<file path="config.mk">
export PLATFORM = sky130hd
export DESIGN_NAME = hazard_ctrl_pipe
export DESIGN_NICKNAME = d
export VERILOG_FILES = /design/src/rtl/hazard_ctrl_pipe.sv
export SDC_FILE = /design/constraint.sdc
export NUM_CORES = 1
export LEC_CHECK = 0
export BUFFER_PORTS_ARGS = -buffer_cell sky130_fd_sc_hd__clkbuf_2
export CAP_MARGIN = 25
export CORE_MARGIN = 2
export CORE_UTILIZATION = 54
export CTS_CLUSTER_DIAMETER = 120
export CTS_CLUSTER_SIZE = 10
export DETAILED_ROUTE_END_ITERATION = 8
export PLACE_DENSITY = 0.87
export SYNTH_ARGS = -nofsm -noshare
export SYNTH_HDL_FRONTEND = slang
export SYNTH_SLANG_ARGS = --single-unit
</file>
<file path="constraint.sdc">
create_clock -name clk -period 3.55 [get_ports clk]
set_input_delay 0.1775 -clock clk [delete_from_list [all_inputs] [get_ports clk]]
set_output_delay 0.1775 -clock clk [all_outputs]
set_load 0.005 [all_outputs]
</file>
<file path="src/rtl/hazard_ctrl_pipe.sv">
// hazard_ctrl_pipe: carries decoder control bits through the E/M/W pipeline registers
// and derives branch redirect, load-use stall, D/E flushes and E-stage forwarding selects.
module hazard_ctrl_pipe (
   input  logic       clk,
   input  logic       rst_n,
   input  logic       RegWriteD,
   input  logic       MemWriteD,
   input  logic       BranchD,
   input  logic       ALUSrcD,
   input  logic [1:0] ResultSrcD,
   input  logic [2:0] ALUControlD,
   input  logic [4:0] Rs1D,
   input  logic [4:0] Rs2D,
   input  logic [4:0] RdD,
   input  logic       ZeroE,
   output logic       ALUSrcE,
   output logic [2:0] ALUControlE,
   output logic       MemWriteM,
   output logic       RegWriteM,
   output logic [4:0] RdM,
   output logic       RegWriteW,
   output logic [1:0] ResultSrcW,
   output logic [4:0] RdW,
   output logic       PCSrcE,
   output logic [1:0] ForwardAE,
   output logic [1:0] ForwardBE,
   output logic       StallF,
   output logic       StallD,
   output logic       FlushD,
   output logic       FlushE
);

   logic       regWriteE;
   logic       memWriteE;
   logic       branchE;
   logic [1:0] resultSrcE;
   logic [4:0] rs1E;
   logic [4:0] rs2E;
   logic [4:0] rdE;
   logic [1:0] resultSrcM;
   logic       lwStall;

   // Non-writing instructions carry ResultSrc=00 so a don't-care decoder field never enters the pipe
   always_ff @(posedge clk or negedge rst_n) begin
      if (!rst_n) begin
         regWriteE   <= 1'b0;
         resultSrcE  <= 2'b00;
         memWriteE   <= 1'b0;
         branchE     <= 1'b0;
         ALUSrcE     <= 1'b0;
         ALUControlE <= 3'b000;
         rs1E        <= 5'd0;
         rs2E        <= 5'd0;
         rdE         <= 5'd0;
      end else if (FlushE) begin
         regWriteE   <= 1'b0;
         resultSrcE  <= 2'b00;
         memWriteE   <= 1'b0;
         branchE     <= 1'b0;
         ALUSrcE     <= 1'b0;
         ALUControlE <= 3'b000;
         rs1E        <= 5'd0;
         rs2E        <= 5'd0;
         rdE         <= 5'd0;
      end else begin
         regWriteE   <= RegWriteD;
         resultSrcE  <= RegWriteD ? ResultSrcD : 2'b00;
         memWriteE   <= MemWriteD;
         branchE     <= BranchD;
         ALUSrcE     <= ALUSrcD;
         ALUControlE <= ALUControlD;
         rs1E        <= Rs1D;
         rs2E        <= Rs2D;
         rdE         <= RdD;
      end
   end

   always_ff @(posedge clk or negedge rst_n) begin
      if (!rst_n) begin
         RegWriteM  <= 1'b0;
         resultSrcM <= 2'b00;
         MemWriteM  <= 1'b0;
         RdM        <= 5'd0;
         RegWriteW  <= 1'b0;
         ResultSrcW <= 2'b00;
         RdW        <= 5'd0;
      end else begin
         RegWriteM  <= regWriteE;
         resultSrcM <= resultSrcE;
         MemWriteM  <= memWriteE;
         RdM        <= rdE;
         RegWriteW  <= RegWriteM;
         ResultSrcW <= resultSrcM;
         RdW        <= RdM;
      end
   end

   // M is checked before W so the youngest producer of a register wins
   always_comb begin
      ForwardAE = 2'b00;
      ForwardBE = 2'b00;
      if (rs1E != 5'd0 && RegWriteM && RdM == rs1E)
         ForwardAE = 2'b10;
      else if (rs1E != 5'd0 && RegWriteW && RdW == rs1E)
         ForwardAE = 2'b01;
      if (rs2E != 5'd0 && RegWriteM && RdM == rs2E)
         ForwardBE = 2'b10;
      else if (rs2E != 5'd0 && RegWriteW && RdW == rs2E)
         ForwardBE = 2'b01;
   end

   always_comb begin
      lwStall = 1'b0;
      if (resultSrcE == 2'b01 && rdE != 5'd0 && (Rs1D == rdE || Rs2D == rdE))
         lwStall = 1'b1;
      PCSrcE = branchE & ZeroE;
      StallF = lwStall;
      StallD = lwStall;
      FlushD = PCSrcE;
      FlushE = lwStall | PCSrcE;
   end

endmodule

</file>
==> results by stage, run 1 <==
Timing:
- Setup repair after global routing left no endpoint under its margin.
- The remaining max-slew budget at the tightest pin is 0.473.
- The final critical path time including I/O delays and setup is 2.26 ns.
- The final clock period utilization by the worst path is 0.637.
- The count of endpoints failing hold in the final timing report is 0.
- The slew of the pin with the lowest slew margin is 0.788 ns.
- On the final layout, the worst clock skew is 0.0111 ns.
- The max-slew violation total from the final report was 0.
- Static timing analysis puts the maximum clock frequency at 442 MHz.
- For the final routed database, the setup TNS stands at 0 ns.
- Setup violations remaining at the end of the flow were counted as 0.
- On the final layout, the worst hold slack is 0.0209 ns.

Drt:
- The number of vias after detailed routing is 1271.
- The overall routed net length is 3420 µm.
- The post-detailed-route wirelength per cell is 13.3 µm.
- The iteration-0 DRC count of the detailed router is 23.
- The count of nets left with antenna violations once routing finished came out at 0.
- In the routed layout, each cell is associated on average with a via count of 4.93.
- The number of iterations in the first detailed-routing pass is 4.
- The number of remaining DRC errors is 0.

Setup path:
- At the worst endpoint, the arrival time is 2.09 ns.
- The kind of cell with the highest combined delay along the critical path is compound AO/OA/AOI/OAI gates.
- The reg2reg setup slack is 1.65 ns.
- STA classifies the critical path startpoint as a flop.
- The largest stage delay on the critical path is 0.59 ns.
- The largest fanout on the critical path is 14.
- For the worst flop-to-flop path, the logic depth is 5.
- The signal on the critical path passes through xnor2_1 > nand3_1 > o22ai_2 > and2_2 > clkbuf_2.
- The critical path capture point type is a primary output.
- In this run the critical register-to-register path is launched from rdE[0].
- In this run the critical register-to-register path is captured at rs2E[0].
- The worst setup path is of the reg2out kind.
- The critical path's slowest cell is sky130_fd_sc_hd__o22ai_2.
- At the worst endpoint, the required time is 3.37 ns.
- Together, buffers and inverters on the worst path number 1.

Yosys:
- For this run, the leading register cell type out of synthesis is sky130_fd_sc_hd__dfrtp_1.
- The share of synthesized cell area in and, or, nand and nor gates is 0.134.
- The biggest area contributor in the post-synthesis netlist is sky130_fd_sc_hd__dfrtp_1.
- The main combinational cell family by area after synthesis is XOR/XNOR gates.
- The net count after synthesis is 180.
- The post-synthesis sequential area ratio is 0.568.
- The share of synthesized cell area in full adder, half adder and majority cells is 0.
- Of the post-synthesis cell area, the dominant cell type holds 0.568.
- The most repeated cell in the gate-level netlist after synthesis is sky130_fd_sc_hd__dfrtp_1.
- The synthesis-stage register bit count is 41.
- The synthesized instance count is 153.
- The Yosys step of the flow raised 0 warnings.
- The compound-cell area share of the yosys netlist came to 0.120.
- Sorting the synthesized cells by area gives the leading types as sky130_fd_sc_hd__dfrtp_1 57%, sky130_fd_sc_hd__xnor2_1 13%, sky130_fd_sc_hd__a21oi_2 9.7%, sky130_fd_sc_hd__nand2_1 5.6%, sky130_fd_sc_hd__xor2_1 1.9%.
- By count the netlist is led by 41 x sky130_fd_sc_hd__dfrtp_1, 27 x sky130_fd_sc_hd__nand2_1, 26 x sky130_fd_sc_hd__xnor2_1.
- Summing every instance area after synthesis gives 1810 µm².
- The number of unique standard cell types used by synthesis is 22.
- The number of enable flip-flop cells after synthesis is 0.
- After synthesis, the share of cell area in mux cells is 0.
- For this run, asynchronously set or reset flops after synthesis account for 1.00.
- The mean cell area of the mapped netlist is 11.8 µm².
- Of the total synthesized cell area, the portion taken by XOR and XNOR cells is 0.145.

Clock tree:
- The clock root buffer master is sky130_fd_sc_hd__clkbuf_4.
- In this run the number of H-tree levels came out at 2.
- The clock-pin transition on the worst setup and hold timing paths is 0.12 ns.
- The number of sinks driven by the clock tree is 41.
- Clock latency on the worst-skew pair, taken at its later pin, is 0.34 ns.
- Post-CTS timing repair inserted 0 buffers for setup.
- The clock passes through at most 2 buffers.
- The number of buffers inserted during clock tree synthesis is 5.
- The clock tree from TritonCTS is built.

Floorplanning:
- In this run the core area contains 21 standard-cell rows.
- Measured along the x axis, the die boundary spans 61.8 µm.
- The floorplan step set the die height to 61.8 µm.
- In this run the count of I/O pins placed on the die edge is 55.
- The die covers 3820 µm².
- In this run the standard cell core region covers 3280 µm².
- The initial core utilization is 0.550.

GRT:
- The number of global-route vias before repair is 1335.
- The number of antenna violations at the first check in global routing is 0.
- The overflow left after global routing is 0.
- The first-pass GRT wire length is 5760 µm.
- The maximum number of pins on one net before global-route repair is 42.
- For this run, the total global-route usage over all layers was measured as 0.212.

Power and ir drop:
- Across the VDD grid, the largest voltage drop is 0.252 mV.
- Power comes to 0.908 mW.
- Summed over all cells, the static leakage comes to 1.04 nW.
- The power density over the cells is 414 nW/µm².

Cells and area:
- The count of inserted antenna diode cells is 0.
- At the end of the flow, the number of nets in the layout was 238.
- The core utilization of the finished layout is 0.669.
- The share of layout cells above drive strength 1 is 0.439.
- The relative area change from synthesis to final layout is 21.5%.

Run:
- Max-cap violations in this run came to 0.

Placed design:
- In this run the tool buffered the top-level ports with 54 buffer cells.
- The HPWL after detailed placement is 2650 µm.
- The weighted congestion at the end of routability-driven global placement is 0.810.

Min path:
- The path with the worst hold slack has its endpoint at branchE.
- The worst hold path depth is 3.
- The critical hold path startpoint is BranchD.
- The class of the tightest hold or removal check is in2reg.

Run status:
- The flow ran to the end, and the final reports show no timing, DRC or antenna violations.
worst max-delay path by stage:
stage,cells past startpoint,endpoint,from
6_report,5,StallD,rdE[0]
5_1_grt,5,StallD,rdE[0]
4_1_cts,5,StallF,rdE[0]
3_5_place_dp,5,rs2E[0],rdE[2]
3_3_place_gp,5,resultSrcE[1],rdE[0]
2_1_floorplan,5,StallF,rdE[3]
final cells by class:
| class | count | area [µm²] |
|---|---|---|
| inverters | 1 | 3.75 |
| well taps | 46 | 57.6 |
| multi-input cells | 103 | 728 |
| repair buffers | 59 | 325 |
| flip-flops and latches | 41 | 1030 |
| fillers | 271 | 1090 |
| clock inverters | 3 | 17.5 |
| clock buffers | 5 | 37.5 |
worst reg2reg max path: stages, from the launching register on:
cell	delay, ns
sky130_fd_sc_hd__dfrtp_1	0.45
sky130_fd_sc_hd__xnor2_1	0.20
sky130_fd_sc_hd__nand3_1	0.11
sky130_fd_sc_hd__o22ai_2	0.59
sky130_fd_sc_hd__buf_4	0.36
sky130_fd_sc_hd__a21oi_2	0.08
cells in the final DEF (no fill, tap or decap), drive strengths merged, types with 2 or more instances in the layout:
cell / netlist / final
dlygate4sd3: 0 / 2
xnor2: 26 / 26
buf: 6 / 3
clkinv: 0 / 2
dfrtp: 41 / 41
a21oi: 24 / 24
clkbuf: 2 / 59
nand4: 4 / 4
nor4: 4 / 4
or4: 3 / 3
xor2: 4 / 4
nor2: 3 / 3
nand2: 27 / 27
nand3: 4 / 4
logic make-up after synthesis:
kind of cell	count (synthesis)
simple gates	47
flops	41
xor+xnor	30
compound gates	26
buf+inv	9
per-layer routing:
layer	vias to the layer above	routed length [µm]	global-route usage
li1	626	-	-
met1	590	1390	0.246
met2	50	1760	0.368
met3	5	221	0.0580
met4	0	45	0.0912
met5	-	0	0
sequential cells by signal, indices dropped and copies added (netlist names), 3 cells and up:
signal,count
rs2E,5
RdW,5
ALUControlE,3
RdM,5
rs1E,5
rdE,5
power by group:
| group | internal [mW] | switching, mW | total, mW |
|---|---|---|---|
| clock | 0.0747 | 0.143 | 0.218 |
| sequential | 0.500 | 0.0327 | 0.533 |
| combinational | 0.0765 | 0.0812 | 0.158 |
per-stage QoR:
step	worst slack (ns)	instances	cell area [µm²]
after global routing	1.15	258	2200
final	1.29	258	2200
after detailed placement	1.67	247	2100
after CTS	1.27	257	2180
after floorplan	1.92	153	1810
after global placement	1.70	247	2100
what timing repair did:
item / CTS / global route
hold buffers: 2 / 0
hold endpoints to repair: 42 / 0
resized for setup: 0 / 0
(Power assumes the default switching activity.)
==> run 2, diff against run 1 <==
--- a/config.mk
+++ b/config.mk
@@ -8,11 +8,11 @@
 export BUFFER_PORTS_ARGS = -buffer_cell sky130_fd_sc_hd__clkbuf_2
 export CAP_MARGIN = 25
 export CORE_MARGIN = 2
-export CORE_UTILIZATION = 54
+export CORE_UTILIZATION = 50
 export CTS_CLUSTER_DIAMETER = 120
 export CTS_CLUSTER_SIZE = 10
 export DETAILED_ROUTE_END_ITERATION = 8
-export PLACE_DENSITY = 0.87
+export PLACE_DENSITY = 0.82
 export SYNTH_ARGS = -nofsm -noshare
 export SYNTH_HDL_FRONTEND = slang
 export SYNTH_SLANG_ARGS = --single-unit
==> constraint.sdc (replaced) <==
create_clock -name clk -period 2.11 [get_ports clk]
set_input_delay 0.1055 -clock clk [delete_from_list [all_inputs] [get_ports clk]]
set_output_delay 0.1055 -clock clk [all_outputs]
set_load 0.005 [all_outputs]
==> run 2 against run 1 <==
Global-route usage decreased by 0.51 points. Combinational power is 110% higher. Flip-flop and latch count is the same. Utilization rose by 7.9 points. Routed wire length grew 14%. Power up 80%. Die area up 7.5%. Critical path depth did not move. Via count is 12% higher. Cell count increased by 14%. Clock power rose by 87%. Clock-buffer cell count rose by 1. Critical path type unchanged. Largest power group unchanged. Highest routed layer unchanged.
==> results by stage, run 2 (synthesis results as in run 1) <==
Cells and area:
- The count of inserted antenna diode cells came to 0 (unchanged).
- The commonest non-fill, non-tap cell in the layout is sky130_fd_sc_hd__clkbuf_2.
- In the layout the commonest cells are 52 x sky130_fd_sc_hd__clkbuf_2, 41 x sky130_fd_sc_hd__dfrtp_1, 27 x sky130_fd_sc_hd__nand2_1, 27 x sky130_fd_sc_hd__dlygate4sd3_1, 26 x sky130_fd_sc_hd__xnor2_1.
- The relative area change from synthesis to final layout is 41.3%.
- The final non-filler cell area is 2550 µm² (+16%).
- The share of layout cells above drive strength 1 is 0.435 (-0.00320).
- The area of the multi-input gates came to 754 µm² (+3.6%).
- The final non-filler cell total is 294 (+14%).
- The footprint of the flip-flops and latches is 1030 µm² (unchanged).
- The final net count came to 274 (+15%).
- The number of inserted filler cells in the final layout was 234 (-14%).

Setup path:
- The critical path's slowest cell is sky130_fd_sc_hd__or4_4.
- The nature of the critical path startpoint is a flop.
- The total buffers and inverters traversed by the critical path is 1 (unchanged).
- The required arrival time at the worst endpoint came to 2.00 ns (-1.37 ns).
- The critical path in this run is classified as reg2out.
- By instance count, the cell type seen most on the critical path is sky130_fd_sc_hd__nor4_2.
- The largest stage delay on the critical path is 0.56 ns (-0.03 ns).
- The largest fanout on the critical path is 3 (-11).
- The critical path goes through or4_4 > nor2_4 > nor4_2 > nor4_2 > buf_2.
- The critical path capture point type is a primary output.
- The cell family contributing the most delay on the critical path is simple AND/OR/NAND/NOR gates.
- The arrival time of data at the critical path endpoint was 1.95 ns (-0.14 ns).

Drt:
- The overall routed net length was 3890 µm (+14%).
- The iteration-0 DRC count of the detailed router is 40 (+74%).
- The number of vias after detailed routing is 1421 (+12%).
- The number of iterations in the first detailed-routing pass is 4 (unchanged).
- The post-detailed-route wirelength per cell was 13.2 µm (-0.18%).
- The number of vias per cell was 4.83 (-1.9%).
- The number of remaining DRC errors is 0 (unchanged).
- The antenna violation net count after detailed routing is 0 (unchanged).

GRT:
- The first-pass GRT wire length is 6470 µm (+12%).
- The number of global-route vias before repair is 1435 (+7.5%).
- The number of antenna violations at the first check in global routing is 0 (unchanged).
- The overall fraction of global-route tracks in use is 0.207 (-0.00512).
- The maximum number of pins on one net before global-route repair is 42 (unchanged).
- The overflow left after global routing is 0 (unchanged).

Timing:
- The clock tree skew after final layout was 0.0132 ns (+0.00207 ns).
- Derived from the worst setup path, the maximum achievable clock frequency is 487 MHz.
- The max-slew violation total from the final report is 0 (unchanged).
- The remaining max-slew budget at the tightest pin is 0.666 (+0.193).
- The count of endpoints failing hold in the final timing report was 0 (unchanged).
- The final setup violation count is 0 (unchanged).
- The slew of the pin with the lowest slew margin is 0.501 ns (-0.287 ns).
- The minimum setup slack in the final design is 0.0559 ns (-1.23 ns).
- The worst hold slack across all endpoints came to 0.248 ns (+0.227 ns).
- The final critical path time including I/O delays and setup is 2.05 ns.
- Dividing the final minimum period by the clock period gives 0.973.

Floorplanning:
- The total I/O pin count came to 55 (unchanged).
- The die area is 4110 µm² (+7.5%).
- The core area is 3420 µm² (+4.0%).
- The initial core utilization is 0.529 (-0.0212).
- The row count was 21 (unchanged).
- The die width is 64.1 µm (+3.7%).
- The die height came to 64.1 µm (+3.7%).

Clock tree:
- CTS placed an instance of sky130_fd_sc_hd__clkbuf_4 at the clock tree root.
- The buffer depth of the longest clock path is 2 (unchanged).
- The clock tree from TritonCTS is built.
- The clock-pin transition on the worst setup and hold timing paths was 0.13 ns (about the same).
- The number of buffers inserted during clock tree synthesis was 5 (unchanged).
- The number of sinks driven by the clock tree is 41 (unchanged).
- The H-tree depth was 2 (unchanged).
- The source-to-sink clock delay at the later pin of the worst-skew pair is 0.35 ns (about the same).

Run:
- The reported max-cap violation count was 0 (unchanged).

Placed design:
- The post-placement setup slack was 0.413 ns (-1.26 ns).
- The quantity of I/O buffers inserted on ports is 54 (unchanged).
- The weighted congestion at the end of routability-driven global placement is 0.821 (+1.3%).
- The number of cells in the design after placement was 251 (+1.6%).
- The half-perimeter wire length after placement is 2650 µm (about the same).
- The instance area at placement was 2130 µm² (+1.4%).

Min path:
- The class of the tightest hold or removal check is in2reg.

Power and ir drop:
- The leakage power figure is 1.20 nW (+16%).
- The maximum vdd drop came to 0.402 mV (+59%).
- The power density over the cells is 640 nW/µm² (+55%).

Run status:
- The flow ran to the end, and the final reports show no timing, DRC or antenna violations.
==> run 2: worst reg2reg max path: cells and delay by family, from the launching register on <==
family | cells | cell delay [ns]
AND/OR/NAND/NOR | 3 | 0.82
flip-flops | 1 | 0.44
buffers and inverters | 2 | 0.35
AO/OA/AOI/OAI | 1 | 0.15
==> run 2: through the flow <==
stage	utilization	power, mW	TNS (ns)
after global routing	0.747	1.73	-0.0614
after CTS	0.722	1.62	0
after detailed placement	0.624	1.18	0
after floorplan	-	1.07	0
after global placement	0.624	1.17	0
final	0.747	1.63	0
==> run 2: path summary, 6_finish.rpt <==
check,start,to,cells past startpoint,slack (ns)
worst max-delay path,rs2E[4],ForwardBE[0],5,0.06
worst min register to register,regWriteE,RegWriteM,0,0.37
worst max register to register,rdE[3],rs2E[0],6,0.29
worst min-delay path,ZeroE,ALUSrcE,4,0.25
min in group asynchronous,rst_n,rdE[4],3,0.34
max in group asynchronous,rst_n,RdW[3],3,1.42
==> run 2: layout make-up <==
| type | instances | share of cell area |
|---|---|---|
| Sequential cell | 41 | 0.402 |
| Multi-Input combinational cell | 103 | 0.296 |
| Timing Repair Buffer | 95 | 0.253 |
| Tap cell | 46 | 0.0225 |
| Clock buffer | 6 | 0.0201 |
| Clock inverter | 2 | 0.00539 |
| Inverter | 1 | 0.00147 |
==> run 2: power breakdown <==
group	leakage (nW)	switching, mW	internal, mW
Combinational	0.658	0.150	0.177
Sequential	0.505	0.0579	0.841
Clock	0.0382	0.245	0.163
==> run 2: what timing repair did <==
item | 4_1_cts | 5_1_grt
hold buffers | 27 | 0
endpoints found under the hold margin | 65 | 0
resized for setup | 0 | 8
setup endpoints to repair | 0 | 5
buffers inserted | 0 | 8
==> run 2: layer usage <==
metal,wire length (µm),track usage
met2,2030,0.363
met1,1590,0.239
met5,0,0
met3,228,0.0634
met4,36,0.0718
==> run 3, diff against run 2 <==
--- a/config.mk
+++ b/config.mk
@@ -7,6 +7,7 @@
 export LEC_CHECK = 0
 export BUFFER_PORTS_ARGS = -buffer_cell sky130_fd_sc_hd__clkbuf_2
 export CAP_MARGIN = 25
+export CORE_ASPECT_RATIO = 1.25
 export CORE_MARGIN = 2
 export CORE_UTILIZATION = 50
 export CTS_CLUSTER_DIAMETER = 120
==> run 3 against run 2 <==
Clock skew shrank 0.0097 ns. Clock power increased by 57%. Global-route usage decreased by 0.77 points. Highest routed layer unchanged. Die area hardly changed. Sequential share of layout area rose by 5.0 points. Flip-flop and latch count did not move. Cell area fell by 11%. First-iteration DRC count down 43%. Combinational power fell by 18%. Sequential power hardly changed. Hold slack lost 0.24 ns. Largest cell class unchanged.
==> results by stage, run 3 (synthesis results as in run 1) <==
Floorplanning:
- The row count is 24 (+14%).
- The die width is 57.8 µm (-9.9%).
- The die height came to 71.2 µm (+11%).
- The total I/O pin count is 55 (unchanged).
- The die area is 4110 µm² (about the same).
- The core area is 3480 µm² (+2.0%).
- The initial core utilization was 0.519 (-0.0103).

Cells and area:
- From synthesis to final layout, the design area changed by 25.7%.
- The core utilization of the finished layout came to 0.652 (-0.0953).
- The final non-filler cell total came to 255 (-13%).
- The count of inserted antenna diode cells came to 0 (unchanged).
- The footprint of the flip-flops and latches is 1030 µm² (unchanged).
- The commonest non-fill, non-tap cell in the layout is sky130_fd_sc_hd__clkbuf_2.
- The final non-filler cell area came to 2270 µm² (-11%).
- The area of the multi-input gates came to 728 µm² (-3.5%).
- The final net count came to 242 (-12%).
- The number of inserted filler cells in the final layout came to 273 (+17%).
- The share of layout cells above drive strength 1 is 0.435 (about the same).
- Leaving out fill and tap cells, the most frequent cells in the layout are 54 x sky130_fd_sc_hd__clkbuf_2, 41 x sky130_fd_sc_hd__dfrtp_1, 27 x sky130_fd_sc_hd__nand2_1.

Min path:
- The class of the tightest hold or removal check is in2reg.

Timing:
- The max-slew violation total from the final report is 0 (unchanged).
- The final setup violation count came to 0 (unchanged).
- Setup repair after global routing left no endpoint under its margin.
- The final clock period utilization by the worst path is 0.944 (-0.0291).
- The highest clock rate is 502 MHz (+3.1%).
- The slew of the pin with the lowest slew margin is 0.497 ns (-0.00329 ns).
- The remaining max-slew budget at the tightest pin is 0.668 (+0.00219).
- The sum of negative setup slack is 0 ns (unchanged).
- The minimum setup slack in the final design is 0.117 ns (+0.0614 ns).
- The count of endpoints failing hold in the final timing report is 0 (unchanged).
- The final critical path time including I/O delays and setup is 1.99 ns (-0.0614 ns).
- The clock tree skew after final layout came to 0.00350 ns (-0.00969 ns).
- The worst hold slack across all endpoints is 0.0118 ns (-0.236 ns).

Power and ir drop:
- The switching share of power is 0.248 (-0.0292).
- The internal power consumption is 1.36 mW (+15%).
- The net switching component of the power is 0.448 mW (-1.0%).
- The clock group share of total power is 0.354 (+0.105).
- The leakage power figure is 1.08 nW (-10%).
- The power density over the cells is 796 nW/µm² (+24%).
- The sequential group share of total power is 0.497 (-0.053).
- The maximum vdd drop is 0.575 mV (+43%).
- The power share of the combinational group is 0.149 (-0.051).
- The total design power is 1.81 mW (+11%).

Setup path:
- The required arrival time at the worst endpoint is 2.00 ns (about the same).
- The arrival time of data at the critical path endpoint is 1.89 ns (-0.06 ns).
- The largest stage delay on the critical path is 0.55 ns (about the same).
- Grouping stages by cell kind, the critical path spends the most delay in simple AND/OR/NAND/NOR gates.
- STA classifies the critical path endpoint as a primary output.
- The nature of the critical path startpoint is a flop.
- Walking the worst path, the cells encountered are or4_1 > nor2_2 > nor4_1 > nor4_2 > clkbuf_2.
- The total buffers and inverters traversed by the critical path is 1 (unchanged).
- The largest individual stage delay along the critical path comes from the cell sky130_fd_sc_hd__or4_1.
- The reg2reg setup slack is 0.36 ns (+0.07 ns).
- The largest fanout on the critical path was 3 (unchanged).
- The worst setup path is of the reg2out kind.

Clock tree:
- The buffer depth of the longest clock path is 2 (unchanged).
- The clock-pin transition on the worst setup and hold timing paths was 0.07 ns (-0.06 ns).
- The number of sinks driven by the clock tree is 41 (unchanged).
- The clock root buffer master is sky130_fd_sc_hd__clkbuf_8.
- The clock tree from TritonCTS is built.
- The H-tree depth is 2 (unchanged).
- The source-to-sink clock delay at the later pin of the worst-skew pair was 0.29 ns (-0.06 ns).
- The number of buffers inserted during clock tree synthesis was 5 (unchanged).

Drt:
- The number of iterations in the first detailed-routing pass came to 4 (unchanged).
- The overall routed net length was 3630 µm (-6.7%).
- The iteration-0 DRC count of the detailed router is 23 (-43%).
- The antenna violation net count after detailed routing is 0 (unchanged).
- The post-detailed-route wirelength per cell was 14.2 µm (+7.6%).
- The number of vias per cell is 5.04 (+4.2%).
- The number of remaining DRC errors was 0 (unchanged).
- The number of vias after detailed routing is 1284 (-9.6%).

GRT:
- The maximum number of pins on one net before global-route repair is 42 (unchanged).
- The number of antenna violations at the first check in global routing was 0 (unchanged).
- The overflow left after global routing was 0 (unchanged).
- The number of global-route vias before repair is 1340 (-6.6%).
- The overall fraction of global-route tracks in use came to 0.199 (-0.00767).
- The first-pass GRT wire length was 6120 µm (-5.3%).

Placed design:
- The post-placement setup slack is 0.374 ns (-0.0387 ns).
- The instance area at placement is 2110 µm² (-0.76%).
- The number of cells in the design after placement was 243 (-3.2%).
- The weighted congestion at the end of routability-driven global placement came to 0.838 (+2.1%).
- The half-perimeter wire length after placement was 2640 µm (-0.42%).
- The quantity of I/O buffers inserted on ports was 54 (unchanged).

Run:
- The reported max-cap violation count is 0 (unchanged).

Run status:
- The run finished with clean final reports.
run 3: cell types whose count changed in the layout (fill, tap and decap cells not counted), moves of 2 or more:
cell and delta:
sky130_fd_sc_hd__buf_2 -2, sky130_fd_sc_hd__buf_4 -9, sky130_fd_sc_hd__clkbuf_2 +2, sky130_fd_sc_hd__clkbuf_4 -5
sky130_fd_sc_hd__clkbuf_8 +5, sky130_fd_sc_hd__dlygate4sd3_1 -23, sky130_fd_sc_hd__nor2_4 -2, sky130_fd_sc_hd__or4_1 +2
sky130_fd_sc_hd__or4_4 -2
run 3: area by class of cell:
class,count,share of cell area
repair buffers,63,0.153
clock inverters,1,0.0132
well taps,39,0.0215
clock buffers,7,0.0380
multi-input cells,103,0.321
flip-flops and latches,41,0.452
inverters,1,0.00165
run 3: layer usage:
metal	GRT usage	part of all wire
met5	0	0
met4	0.0930	0.025
met3	0.0658	0.062
met2	0.322	0.51
met1	0.238	0.40
run 3: final timing paths:
| check | depth (start not counted) | start | endpoint |
|---|---|---|---|
| worst max-delay path | 5 | rs2E[1] | ForwardBE[0] |
| worst min-delay path | 3 | MemWriteD | memWriteE |
| worst max register to register | 5 | rdE[3] | ALUSrcE |
| worst min register to register | 0 | regWriteE | RegWriteM |
| max in group asynchronous | 3 | rst_n | RdM[1] |
| min in group asynchronous | 3 | rst_n | RdW[0] |
run 3: power by group through the flow:
stage / Clock, mW / Combinational [mW] / Sequential, mW
2_1_floorplan: 0 / 0.163 / 0.903
3_3_place_gp: 0 / 0.259 / 0.910
3_5_place_dp: 0 / 0.266 / 0.913
5_1_grt: 0.699 / 0.302 / 0.906
6_report: 0.639 / 0.269 / 0.899
4_1_cts: 0.661 / 0.273 / 0.898
run 3: worst register-to-register path: stages (launching register included):
cell and delay [ns]:
sky130_fd_sc_hd__dfrtp_1 0.43, sky130_fd_sc_hd__or4_1 0.54, sky130_fd_sc_hd__nor2_1 0.19, sky130_fd_sc_hd__nor3b_4 0.07, sky130_fd_sc_hd__buf_4 0.25, sky130_fd_sc_hd__a21oi_1 0.20
run 3: repair_timing:
| item | CTS | global route |
|---|---|---|
| hold buffers | 4 | 0 |
| buffers inserted | 0 | 0 |
| resized for setup | 0 | 0 |
| hold endpoints to repair | 44 | 0 |
